--- config.mk ---
export PLATFORM = sky130hd
export DESIGN_NAME = matrix_scanner
export DESIGN_NICKNAME = d
export VERILOG_FILES = /design/src/rtl/matrix_scanner.sv
export SDC_FILE = /design/constraint.sdc
export NUM_CORES = 1
export LEC_CHECK = 0
export BUFFER_PORTS_ARGS = -buffer_cell sky130_fd_sc_hd__buf_2
export CAP_MARGIN = 20
export CORE_ASPECT_RATIO = 0.8
export CORE_MARGIN = 2
export CORE_UTILIZATION = 54
export CTS_BUF_LIST = sky130_fd_sc_hd__clkbuf_4
export CTS_CLUSTER_DIAMETER = 80
export DETAILED_ROUTE_END_ITERATION = 10
export HOLD_SLACK_MARGIN = 0.15
export PLACE_DENSITY = 0.81
export SKIP_LAST_GASP = 1
export SYNTH_ARGS = -nofsm -noshare
export SYNTH_HDL_FRONTEND = slang
export SYNTH_SLANG_ARGS = --single-unit
--- constraint.sdc ---
create_clock -name clk -period 1.85 [get_ports clk]
set_clock_uncertainty 0.05 [all_clocks]
set_input_delay 0.555 -clock clk [delete_from_list [all_inputs] [get_ports clk]]
set_output_delay 0.555 -clock clk [all_outputs]
set_load 0.005 [all_outputs]
--- src/rtl/matrix_scanner.sv ---
// 4x4 active-low key matrix scanner with switch decode for two players.
// Define MATRIX_SCANNER_DEBOUNCE_EN to add per-key frame-count debouncing.
module matrix_scanner #(
  parameter int SETTLE_CYCLES   = 16,
  parameter int DEBOUNCE_FRAMES = 4
) (
  input  logic        clk,
  input  logic        rst,
  output logic [3:0]  row_out,
  input  logic [3:0]  col_in,
  output logic [15:0] matrix,
  output logic [7:0]  switches_p1,
  output logic [7:0]  switches_p2,
  output logic        frame_valid
);

  if (SETTLE_CYCLES < 1 || SETTLE_CYCLES > 255) begin : g_bad_settle
    $error("matrix_scanner: SETTLE_CYCLES must be 1..255");
  end
  if (DEBOUNCE_FRAMES < 1 || DEBOUNCE_FRAMES > 7) begin : g_bad_debounce
    $error("matrix_scanner: DEBOUNCE_FRAMES must be 1..7");
  end

  localparam logic [7:0] SETTLE_LAST = 8'(SETTLE_CYCLES - 1);

  typedef enum logic {DRIVE, SAMPLE} state_e;

  state_e      state_q, state_d;
  logic [1:0]  row_q, row_d;
  logic [7:0]  settle_q, settle_d;
  logic [15:0] raw_q, raw_d;
  logic [15:0] matrix_q, matrix_d;
  logic        frame_valid_q, frame_valid_d;
  logic        frame_end;

`ifdef MATRIX_SCANNER_DEBOUNCE_EN
  localparam logic [2:0] DB_TARGET = 3'(DEBOUNCE_FRAMES);
  logic [15:0][2:0] db_cnt_q, db_cnt_d;
`endif

  always_comb begin
    state_d       = state_q;
    row_d         = row_q;
    settle_d      = settle_q;
    raw_d         = raw_q;
    frame_valid_d = 1'b0;
    frame_end     = 1'b0;
    case (state_q)
      DRIVE: begin
        if (settle_q == SETTLE_LAST) begin
          state_d = SAMPLE;
        end else begin
          settle_d = settle_q + 8'd1;
        end
      end
      SAMPLE: begin
        raw_d[{row_q, 2'b00} +: 4] = ~col_in;
        row_d    = row_q + 2'd1;
        settle_d = 8'd0;
        state_d  = DRIVE;
        if (row_q == 2'd3) begin
          frame_valid_d = 1'b1;
          frame_end     = 1'b1;
        end
      end
      default: state_d = DRIVE;
    endcase
  end

  // raw_d already holds the just-sampled row 3, so matrix sees the whole frame
`ifdef MATRIX_SCANNER_DEBOUNCE_EN
  always_comb begin
    matrix_d = matrix_q;
    db_cnt_d = db_cnt_q;
    if (frame_end) begin
      for (int i = 0; i < 16; i++) begin
        if (raw_d[i] != matrix_q[i]) begin
          if (db_cnt_q[i] + 3'd1 == DB_TARGET) begin
            matrix_d[i] = ~matrix_q[i];
            db_cnt_d[i] = 3'd0;
          end else begin
            db_cnt_d[i] = db_cnt_q[i] + 3'd1;
          end
        end else begin
          db_cnt_d[i] = 3'd0;
        end
      end
    end
  end
`else
  always_comb begin
    matrix_d = matrix_q;
    if (frame_end) begin
      matrix_d = raw_d;
    end
  end
`endif

  always_ff @(posedge clk) begin
    if (rst) begin
      state_q       <= DRIVE;
      row_q         <= 2'd0;
      settle_q      <= 8'd0;
      raw_q         <= 16'd0;
      matrix_q      <= 16'd0;
      frame_valid_q <= 1'b0;
`ifdef MATRIX_SCANNER_DEBOUNCE_EN
      db_cnt_q      <= '0;
`endif
    end else begin
      state_q       <= state_d;
      row_q         <= row_d;
      settle_q      <= settle_d;
      raw_q         <= raw_d;
      matrix_q      <= matrix_d;
      frame_valid_q <= frame_valid_d;
`ifdef MATRIX_SCANNER_DEBOUNCE_EN
      db_cnt_q      <= db_cnt_d;
`endif
    end
  end

  // All rows released while reset is held
  assign row_out     = rst ? 4'hF : ~(4'b0001 << row_q);
  assign matrix      = matrix_q;
  assign frame_valid = frame_valid_q;

  assign switches_p2 = {4'b0000, matrix_q[8], matrix_q[5], matrix_q[9], matrix_q[7]};
  assign switches_p1 = {4'b0000, matrix_q[13], matrix_q[12], 1'b0, matrix_q[15]};

endmodule

==> results of run 1 <==
per-layer routing:
| layer | share of wire [%] | wire length [um] | GRT usage (%) |
|---|---|---|---|
| met5 | 0 | 0 | 0 |
| met4 | 0.98 | 34 | 6.333 |
| met3 | 5.4 | 187 | 6.680 |
| met2 | 47 | 1644 | 29.94 |
| met1 | 46 | 1603 | 25.03 |
registers in the layout (all words and copies together), names as in the netlist:
register,flops
row_q,2
raw_q,12
matrix,16
frame_valid,1
settle_q,8
state_q,1
worst max-delay path, cell delays in order (launching register included):
cell and delay [ns]:
sky130_fd_sc_hd__dfxtp_4 0.38, sky130_fd_sc_hd__inv_2 0.11, sky130_fd_sc_hd__ha_4 0.18, sky130_fd_sc_hd__nand2b_1 0.07, sky130_fd_sc_hd__buf_2 0.13
where the power goes:
group / switching, mW / internal (mW)
logic: 0.0329 / 0.0159
registers: 0.00620 / 0.865
clock network: 0.277 / 0.140
total: 0.316 / 1.02
synth_stat cells, drive strengths merged:
library cell / number / area share, %
and3b: 1 / 0.57
nor4b: 1 / 0.85
nand2: 13 / 2.8
a211oi: 12 / 5.1
and2: 2 / 0.71
nor3b: 1 / 1.1
a21oi: 10 / 2.8
dfxtp: 40 / 45
inv: 7 / 1.5
nand3: 3 / 0.85
xnor2: 1 / 0.50
or3: 4 / 1.4
nor4: 1 / 0.35
conb: 1 / 0.21
clkbuf: 6 / 1.3
or4: 1 / 0.43
buf: 21 / 8.5
nand4: 5 / 1.8
nor3: 2 / 0.57
ha: 6 / 4.2
or2: 1 / 0.35
nand2b: 4 / 1.4
nor2b: 5 / 1.8
a21boi: 1 / 0.43
and3: 2 / 0.71
o21ai: 6 / 1.7
nor2: 29 / 6.2
a31oi: 2 / 0.71
a32oi: 12 / 5.9
final cells by class:
cell class,count,area [um2]
Clock buffer,5,37.54
Inverter,7,26.28
Timing Repair Buffer,42,236.5
Clock inverter,3,13.76
Fill cell,279,1101
Multi-Input combinational cell,134,837.1
Sequential cell,40,805.8
Tap cell,40,50.05
worst max path at each step:
stage	end	from
finish	row_out[0]	row_q[1]$_SDFFE_PP0P_
global route	row_out[0]	row_q[1]$_SDFFE_PP0P_
CTS	row_out[0]	row_q[1]$_SDFFE_PP0P_
detailed placement	matrix[4]$_SDFFE_PP0P_	row_q[1]$_SDFFE_PP0P_
global placement	row_out[0]	rst
floorplan	matrix[10]$_SDFFE_PP0P_	row_q[0]$_SDFFE_PP0P_
kinds of logic (layout without fill, tap and decap cells):
family / Yosys count / in the layout / share of synthesized area, %
other: 1 / 9 / 0.2123
DFF: 40 / 40 / 45.33
AOI/OAI and AO/OA: 43 / 43 / 16.71
adders and majority gates: 6 / 6 / 4.249
xor gates and xnor gates: 1 / 1 / 0.4958
buffers and inverters: 34 / 57 / 11.26
and+or+nand+nor: 75 / 75 / 21.74
timing repair:
| item | in CTS | in global routing |
|---|---|---|
| hold buffers | 0 | 0 |
| cloned | 0 | 0 |
| setup buffers | 0 | 1 |
| pin swaps | 0 | 0 |
| gates resized for setup | 7 | 6 |
| setup endpoints to repair | 3 | 9 |
==> results, run 1 <==
- The flow ran to the end, and the final reports show no timing, DRC or antenna violations.
- The most common cell after layout, fill and taps aside is sky130_fd_sc_hd__dfxtp_1.
- Clock-pin slew was measured on the worst setup and hold paths at approximately 0.11 ns.
- The share of the clock period used by the worst path is ~100%.
- The number of synthesized register bits is 40.
- The worst voltage drop across the vdd grid is about 0.48 mV.
- The floorplan step defined a die boundary enclosing 0.003748 mm2.
- Setup repair after global routing could not meet its margin everywhere.
- After detailed routing, the average wire length per cell comes to 12.80 um.
- In this run the number of H-tree levels came out at 2.
- The worst setup path is captured at a primary output.
- The via count of the first global-routing pass is about 1200.
- The final standard cell utilization of the core is between 60% and 70%.
- The number of iterations in the first detailed-routing pass is 4.
- For this run, the total global-route usage over all layers was measured as just under 20%.
- The reg2reg setup slack is ~0.15 ns.
- Total power for the finished layout comes to 1.336 mW.
- The final critical delay including setup and external delays is 1.819 ns.
- The final number of hold-violating endpoints is 0.
- The register area share after synthesis is 45.33%.
- The post-route netlist has about a quarter of its cells at a drive strength greater than 1.
- Based on the critical path, the design can be clocked at up to 0.5499 GHz.
- The later pin in the worst-skew pair is clocked with a latency of 0.35 ns.
- The class of the most critical setup path is reg -> out.
- Counting cells, the worst reg-to-reg path comes to 5.
- After the last flow step, the layout net total stands at 242.
- The count of input and output buffers is 33.
- During I/O placement, the number of pins put on the boundary was 43.
- Along the worst path, the maximum fanout reaches 5.
- The power density over the cells is between 600 and 700 mW/mm2.
- The final count of pins violating max slew came to 0.
- The horizontal die dimension is about 68 um.
- The finished cells cover around 0.002 mm2.
- The element type at the critical path start is a register.
- The first-pass GRT wire length is between 5 and 6 mm.
- The worst min-delay path endpoint is matrix[15]$_SDFFE_PP0P_.
- The number of buffers created by CTS is 5.
- The overall die height is 55.16 um.
- Summing over every cut layer, the via total after detailed routing is around 1400.
- Dividing the detail-routed via count by the number of cells gives 5.321.
- The number of antenna diodes in the final layout is 0.
- The instance count after placement with tap cells included is about 260.
- The reported max-cap violation count is 0.
- STA puts the critical path data required time at approximately 1.2 ns.
- The worst min-delay path startpoint is matrix[15]$_SDFFE_PP0P_.
- The initial standard-cell utilization of the core is 56.84%.
- Once detail routing completed, the nets flagged for antenna violations numbered 0.
- The launch point of the worst reg-to-reg path is row_q[1]$_SDFFE_PP0P_.
- A synthesized cell averages 8.833 um2.
- Row generation in the floorplan step produced 18 rows.
- The CTS tree is yes.
- The tree is rooted in a sky130_fd_sc_hd__clkbuf_4.
- The synthesized instance count is 200.
- The core region is between 0.003 and 0.004 mm2.
- The slack of the critical path is 0.03141 ns.
- The destination of the worst register-to-register timing path is matrix[9]$_SDFFE_PP0P_.
- The number of antenna violations at the first check in global routing was 0.
- For this block, the routed nets add up to 3.470 mm of wire.
- The remaining global-route overflow is 0.
- The post-route setup TNS is 0 ns.
- In this run the cell area of the synthesized design comes to 0.001767 mm2.
- The number of warnings printed during yosys synthesis is 0.
- The longest clock path from root to sink contains 2 buffers.
- Summed over all cells, the static leakage comes to between 0.8 and 0.9 nW.
- Counting instances, the worst hold path has a depth of 2.
- The top cell types in the final layout, fill and taps aside, are sky130_fd_sc_hd__dfxtp_1, sky130_fd_sc_hd__buf_2, sky130_fd_sc_hd__nor2_1.
- Compared with the post-synthesis result, the final layout area differs by 13.60%.
- The initial DRC count is between 100 and 150.
- The number of clock sinks is 40.
- Setup violations remaining at the end of the flow were counted as 0.
- Entering global routing, the biggest net connects 16 pins.
- The number of remaining DRC errors is 0.
- In this run the cell area measured after placement is ~0.0019 mm2.
- Once detailed placement completed, the half-perimeter wirelength came to about 2.4 mm.
- The number of distinct library cell variants in the gate-level netlist after synthesis is 30.
- The number of non-filler instances in the completed layout is between 200 and 300.
- The worst hold path belongs to the class reg -> reg.
- OpenSTA, run right after detailed placement, puts the worst setup slack at ~0.16 ns.
- Hold timing on the final database bottoms out at a slack of ~0.42 ns.
- The data arrival at the endpoint of the critical path is around 1.2 ns.
- The weighted congestion reported at the end of routability-driven placement is approximately 0.85.
Power figures use the tool's default switching activity.
==> run 2: changes to the inputs <==
- PLACE_DENSITY: 0.81 -> unset
- PLACE_DENSITY_LB_ADDON: unset -> 0.25
==> results, run 2 (synthesis gave the netlist of run 1 again) <==
- Cells fill 65.66% of the core in the end.
- The final count of pins violating max slew is 0.
- The post-route setup TNS is 0 ns.
- The signal on the critical path passes through inv_2, ha_2, nand2b_1, buf_2.
- The routed layout has around 1500 vias.
- The worst setup path is captured at a primary output.
- The number of diodes added for antenna fixing is 0.
- Summing all multi-input logic gate instances after layout gives 837.1 um2.
- The overall die height is about 55 um.
- The data arrival at the endpoint of the critical path is 1.18 ns.
- The clock-pin slew of the registers on the worst-case setup and hold paths is roughly 0.11 ns.
- The element type at the critical path start is a register.
- The post-detailed-route wirelength per cell is approximately 14 um.
- The maximum number of buffers from clock root to sink is 2.
- The most common cell after layout, fill and taps aside is sky130_fd_sc_hd__dfxtp_1.
- The floorplan step defined a core boundary enclosing a little over 0.003 mm2.
- The power density over the cells is 789.8 mW/mm2.
- In the final layout, the share of cells above drive strength 1 is 25.88%.
- After detailed placement, the total cell area comes to ~0.0019 mm2.
- The remaining global-route overflow is 0.
- Counting the fill cells in the layout gives 259.
- The flow ran to the end, and the final reports show no timing, DRC or antenna violations.
- Measured along the x axis, the die boundary spans between 60 and 70 um.
- The H-tree level count is 2.
- After routing the design area is roughly 0.002 mm2.
- The worst pin sits at a relative slew slack of 48.01%.
- The total chip power is 1.612 mW.
- The path class of the tightest hold or removal check is reg -> reg.
- The number of nets in the final layout is 240.
- Setup violations remaining at the end of the flow were counted as 0.
- The final number of hold-violating endpoints is 0.
- The number of flip-flops under the largest register name is 16.
- The final wirelength is about 3.6 mm.
- The first global-routing pass estimated between 5 and 6 mm of wire.
- In the layout the commonest cells are sky130_fd_sc_hd__dfxtp_1, sky130_fd_sc_hd__buf_2, sky130_fd_sc_hd__nor2_1.
- The initial utilization of the core area, before any placement, comes to ~57%.
- Global routing used roughly 20% of the available tracks.
- The detailed-route vias per instance is approximately 5.5.
- The residual antenna-violating net count after detailed routing is 0.
- The number of antenna violations at the first check in global routing is 0.
- The worst voltage drop across the vdd grid is ~0.56 mV.
- The count of cells in the finished layout, fillers not included, comes to approximately 270.
- The clock latency reported for the late side of the worst-skew pair is 0.35 ns.
- STA puts the critical path data required time at approximately 1.2 ns.
- Buffers inserted to repair hold after CTS numbered 0.
- Static timing analysis puts the maximum clock frequency at about 0.56 GHz.
- The maximum fanout count along the critical path is 3.
- The reported max-cap violation count is 0.
- The number of buffers created by CTS is 5.
- The tree is rooted in a sky130_fd_sc_hd__clkbuf_4.
- The delay of the slowest cell on the worst path is 0.34 ns.
- The number of clock sinks is 40.
- Summed over all nets, the half-perimeter wirelength after detailed placement is 2.557 mm.
- The number of placed instances, taps included, is between 200 and 300.
- The leakage component of the power is around 0.84 nW.
- The class of the most critical setup path is reg -> out.
- The number of buffers and inverters on the critical path is 2.
- The slowest stage of the critical path belongs to the cell sky130_fd_sc_hd__dfxtp_2.
- The number of rows created at floorplan is 18.
- The first TritonRoute pass finished after 4 iterations.
- TritonCTS built the clock tree.
- 43 I/O pins were placed.
- Entering global routing, the biggest net connects 25 pins.
- The final critical delay including setup and external delays is about 1.8 ns.
- The die area is 0.003748 mm2.
- In this run the tool buffered the top-level ports with 33 buffer cells.
- At the pin with the least slew margin, the transition time is just under 0.8 ns.
- The via count of the first global-routing pass was roughly 1200.
- The number of remaining DRC errors is 0.
- Across the whole layout, storage elements account for approximately 810 um2.
- Grouping stages by cell kind, the critical path spends the most delay in flip-flops.
- Compared with the post-synthesis result, the final layout area differs by 15.51%.
- The share of the clock period used by the worst path is 96.72%.
- The initial DRC count is 76.
- The weighted congestion reported at the end of routability-driven placement is 0.8510.
[run 2: changes by cell type in the layout (fill, tap and decap cells not counted), sizes merged]
| cell | delta |
|---|---|
| buf | -2 |
| bufinv | +2 |
| clkinv | -3 |
[run 2: final timing paths]
kind | from | to | slack, ns | cells past startpoint
worst min-delay path | matrix[14]$_SDFFE_PP0P_ | matrix[14]$_SDFFE_PP0P_ | 0.42 | 2
worst min register to register | matrix[14]$_SDFFE_PP0P_ | matrix[14]$_SDFFE_PP0P_ | 0.42 | 2
worst max-delay path | row_q[0]$_SDFFE_PP0P_ | row_out[2] | 0.06 | 4
worst max register to register | row_q[1]$_SDFFE_PP0P_ | matrix[8]$_SDFFE_PP0P_ | 0.10 | 5
[run 2: report_power, final]
| part | total (mW) | internal (mW) | switching (mW) | leakage (nW) |
|---|---|---|---|---|
| Sequential | 0.872 | 0.865 | 0.00697 | 0.324 |
| Clock | 0.689 | 0.414 | 0.275 | 0.0513 |
| Combinational | 0.0513 | 0.0165 | 0.0349 | 0.460 |
[run 2: metrics by stage]
| step | worst slack [ns] | hold WS (ns) |
|---|---|---|
| 2_1_floorplan | 0.2037 | 0.3933 |
| 3_3_place_gp | 0.2241 | 0.3984 |
| 3_5_place_dp | 0.09649 | 0.4150 |
| 4_1_cts | -0.03669 | 0.4166 |
| 5_1_grt | -0.002361 | 0.4544 |
| 6_report | 0.06069 | 0.4232 |
[run 2: layout make-up]
| class | instances | share of cell area [%] |
|---|---|---|
| Clock buffer | 5 | 1.839 |
| Clock inverter | 2 | 2.943 |
| Sequential cell | 40 | 39.48 |
| Multi-Input combinational cell | 134 | 41.02 |
| Tap cell | 40 | 2.452 |
| Inverter | 7 | 1.410 |
| Timing Repair Buffer | 40 | 10.85 |
[run 2: what timing repair did]
action                                  4_1_cts  5_1_grt
endpoints found under the setup margin        3        4
buffers inserted                              0        2
gates resized for setup                       4       10
[run 2: worst register-to-register path: stages (launching register included)]
cell and delay [ns]:
sky130_fd_sc_hd__dfxtp_4 0.41, sky130_fd_sc_hd__inv_4 0.06, sky130_fd_sc_hd__ha_1 0.23, sky130_fd_sc_hd__nor4b_2 0.45, sky130_fd_sc_hd__a32oi_1 0.19, sky130_fd_sc_hd__a211oi_1 0.28
[run 2: routing by layer]
metal	track usage, %	wire [um]	vias up
met2	30.42	1640	57
met1	25.75	1673	671
met3	5.263	268	6
met5	0	0	-
li1	-	-	728
met4	9.000	58	0
==> run 3: changes to the inputs <==
- RECOVER_POWER: unset -> 50
==> results, run 3 (synthesis gave the netlist of run 1 again) <==
- The run finished with clean final reports.
- The fraction of layout cells with a size suffix above 1 is roughly 16%.
- The routed design could run at a clock period as short as ~1.8 ns.
- The reported max-cap violation count is 0.
- The number of antenna violations at the first check in global routing was 0.
- For this design, the CTS-stage hold fixing added 0 buffers.
- The worst setup path is launched from a register.
- The number of placed I/O pins is between 40 and 50.
- The CTS tree is yes.
- The floorplan has 18 rows.
- The worst voltage drop across the vdd grid is 0.5717 mV.
- The horizontal die dimension is around 68 um.
- The pre-antenna-repair detailed-routing pass consisted of 4 iterations.
- The repair_antennas step left the layout with diodes totalling 0.
- The clock passes through at most 2 buffers.
- The routed layout has 1456 vias.
- The leakage component of the power is ~0.74 nW.
- The worst path uses between 90% and 100% of the clock period.
- Summing internal, switching and leakage power gives between 1.5 and 2 mW.
- At the worst endpoint, the arrival time is ~1.2 ns.
- Counting the buffers created by CTS gives 5.
- The H-tree level count is 2.
- The die covers roughly 0.0037 mm2.
- In this run the worst setup path begins at row_q[0]$_SDFFE_PP0P_.
- The final HPWL from detailed placement is 2.557 mm.
- Setup slack on the worst reg-to-reg path comes out at about 0.11 ns.
- The detailed-route vias per instance is approximately 5.4.
- The area of the core is approximately 0.0031 mm2.
- The first-pass GRT wire length is between 5 and 6 mm.
- In this run the critical register-to-register path is launched from row_q[1]$_SDFFE_PP0P_.
- The die is roughly 55 um tall.
- The initial DRC count is 94.
- The most critical setup path has its endpoint at row_out[2].
- In the final routed layout, each cell accounts on average for between 10 and 15 um.
- The tree built by TritonCTS fans out to 40 sinks.
- The area added between synthesis and finish is 13.95%.
- The delay of the slowest cell on the worst path is 0.34 ns.
- The number of setup violations in the final report is 0.
- The combined buffer and inverter count along the critical path is 2.
- The final count of pins violating max slew is 0.
- The maximum achievable frequency is 0.5582 GHz.
- Global routing consumed, on the met1 layer, about a quarter of the routing resources.
- Routability-driven placement finished with a final weighted congestion of 0.8510.
- The most heavily used metal layer in global routing is met2.
- Global routing consumed, on the met2 layer, a little under a third of the routing resources.
- Once detail routing completed, the nets flagged for antenna violations numbered 0.
- The final number of hold-violating endpoints is 0.
- Traced cell by cell, the critical path runs through inv_2, ha_2, nand2b_1, buf_2.
- The power density over the cells is between 800 and 900 mW/mm2.
- The cell type of the slowest stage on the worst timing path is sky130_fd_sc_hd__dfxtp_2.
- The sort of element at the end of the critical path is a primary output.
- The class of the most critical setup path is reg -> out.
- The met3 track demand over resource in global routing is between 5 and 6%.
- The via count of the first global-routing pass is approximately 1200.
- Along the worst path, the maximum fanout reaches 3.
- The remaining global-route overflow is 0.
- After clock tree synthesis, the clock-pin slew on the worst setup and hold paths is 0.11 ns.
- The number of nets in the final layout is 240.
- The register with the most flip-flops in the layout has 16 of them.
- For this block, the routed nets add up to 3.659 mm of wire.
- Port buffering added 33 buffers.
- For this run, the total global-route usage over all layers was measured as approximately 20%.
- The worst slack at placement is between 0.09 and 0.1 ns.
- Leaving out fill and tap cells, the most frequent cells in the layout are sky130_fd_sc_hd__dfxtp_1, sky130_fd_sc_hd__nor2_1, sky130_fd_sc_hd__clkbuf_1.
- In the post-route analysis, the smallest setup slack over all paths is 0.05844 ns.
- The initial utilization of the core area, before any placement, comes to between 50% and 60%.
- The clock reaches the later pin of the worst-skew pair after between 0.3 and 0.4 ns.
- The kind of cell with the highest combined delay along the critical path is flip-flops.
- STA puts the critical path data required time at about 1.2 ns.
- The cell sitting at the root of the clock tree is a sky130_fd_sc_hd__clkbuf_4.
- At the pin with the least slew margin, the transition time is between 0.7 and 0.8 ns.
- The destination of the worst register-to-register timing path is matrix[8]$_SDFFE_PP0P_.
- The cell depth of the worst setup path is 4.
- After detailed routing, the number of remaining DRC violations is 0.
- For the worst flop-to-flop path, the logic depth is 5.
- The worst slew margin relative to its limit is 48.82%.
- The maximum number of pins on one net before global-route repair is 25.
- The path class of the tightest hold or removal check is reg -> reg.
- The library cell used most frequently in the layout, excluding fill and tap cells, is sky130_fd_sc_hd__dfxtp_1.
## run 3: changes by cell type in the layout (fill, tap and decap cells not counted), sizes merged
cell	change
buf	-21
clkbuf	+21
## run 3: layout make-up
class | count | area, um2
multi-input cells | 134 | 835.8
clock inverters | 2 | 60.06
fillers | 269 | 1095
well taps | 40 | 50.05
inverters | 7 | 28.78
flip-flops and latches | 40 | 805.8
clock buffers | 5 | 37.54
repair buffers | 40 | 195.2
## run 3: routing by layer
metal | wire [um] | up-vias
met5 | 0 | -
met4 | 58 | 0
met3 | 231 | 6
met2 | 1640 | 49
met1 | 1729 | 672
li1 | - | 729
## run 3: worst register-to-register path: stages, from the launching register on
cell and delay, ns:
sky130_fd_sc_hd__dfxtp_4 0.41, sky130_fd_sc_hd__inv_4 0.06, sky130_fd_sc_hd__ha_1 0.23, sky130_fd_sc_hd__nor4b_2 0.44, sky130_fd_sc_hd__a32oi_1 0.19, sky130_fd_sc_hd__a211oi_1 0.28
## run 3: worst min path at each step
stage                            startpoint                       to  slack (ns)  cells past startpoint
floorplan               raw_q[0]$_SDFF_PP0_      raw_q[0]$_SDFF_PP0_        0.39                      2
global placement    matrix[14]$_SDFFE_PP0P_  matrix[14]$_SDFFE_PP0P_        0.40                      2
detailed placement  matrix[14]$_SDFFE_PP0P_  matrix[14]$_SDFFE_PP0P_        0.41                      2
CTS                                     rst  matrix[13]$_SDFFE_PP0P_        0.42                      2
global route                            rst  matrix[13]$_SDFFE_PP0P_        0.45                      2
finish              matrix[14]$_SDFFE_PP0P_  matrix[14]$_SDFFE_PP0P_        0.43                      2
## run 3: power by group
part / switching, mW / internal [mW] / leakage (nW)
Clock: 0.276 / 0.414 / 0.0513
Sequential: 0.00708 / 0.865 / 0.324
Combinational: 0.0348 / 0.0165 / 0.367
Total: 0.318 / 1.29 / 0.742
## run 3: repair_timing
item / 4_1_cts / 5_1_grt
setup endpoints to repair: 3 / 4
gates resized for setup: 4 / 10
setup buffers: 0 / 2
## run 3: per-stage QoR
stage                     cells  instance area [um2]  setup TNS [ns]  hold WS (ns)  util, %
final                       268                 2013               0        0.4257    64.77
after global routing        268                 2013       -0.002361        0.4544    64.77
after CTS                   266                 1983        -0.09293        0.4166    63.81
after detailed placement    259                 1877               0        0.4150    60.39
after global placement      259                 1877               0        0.3984    60.39
after floorplan             208                 1797               0        0.3933        -
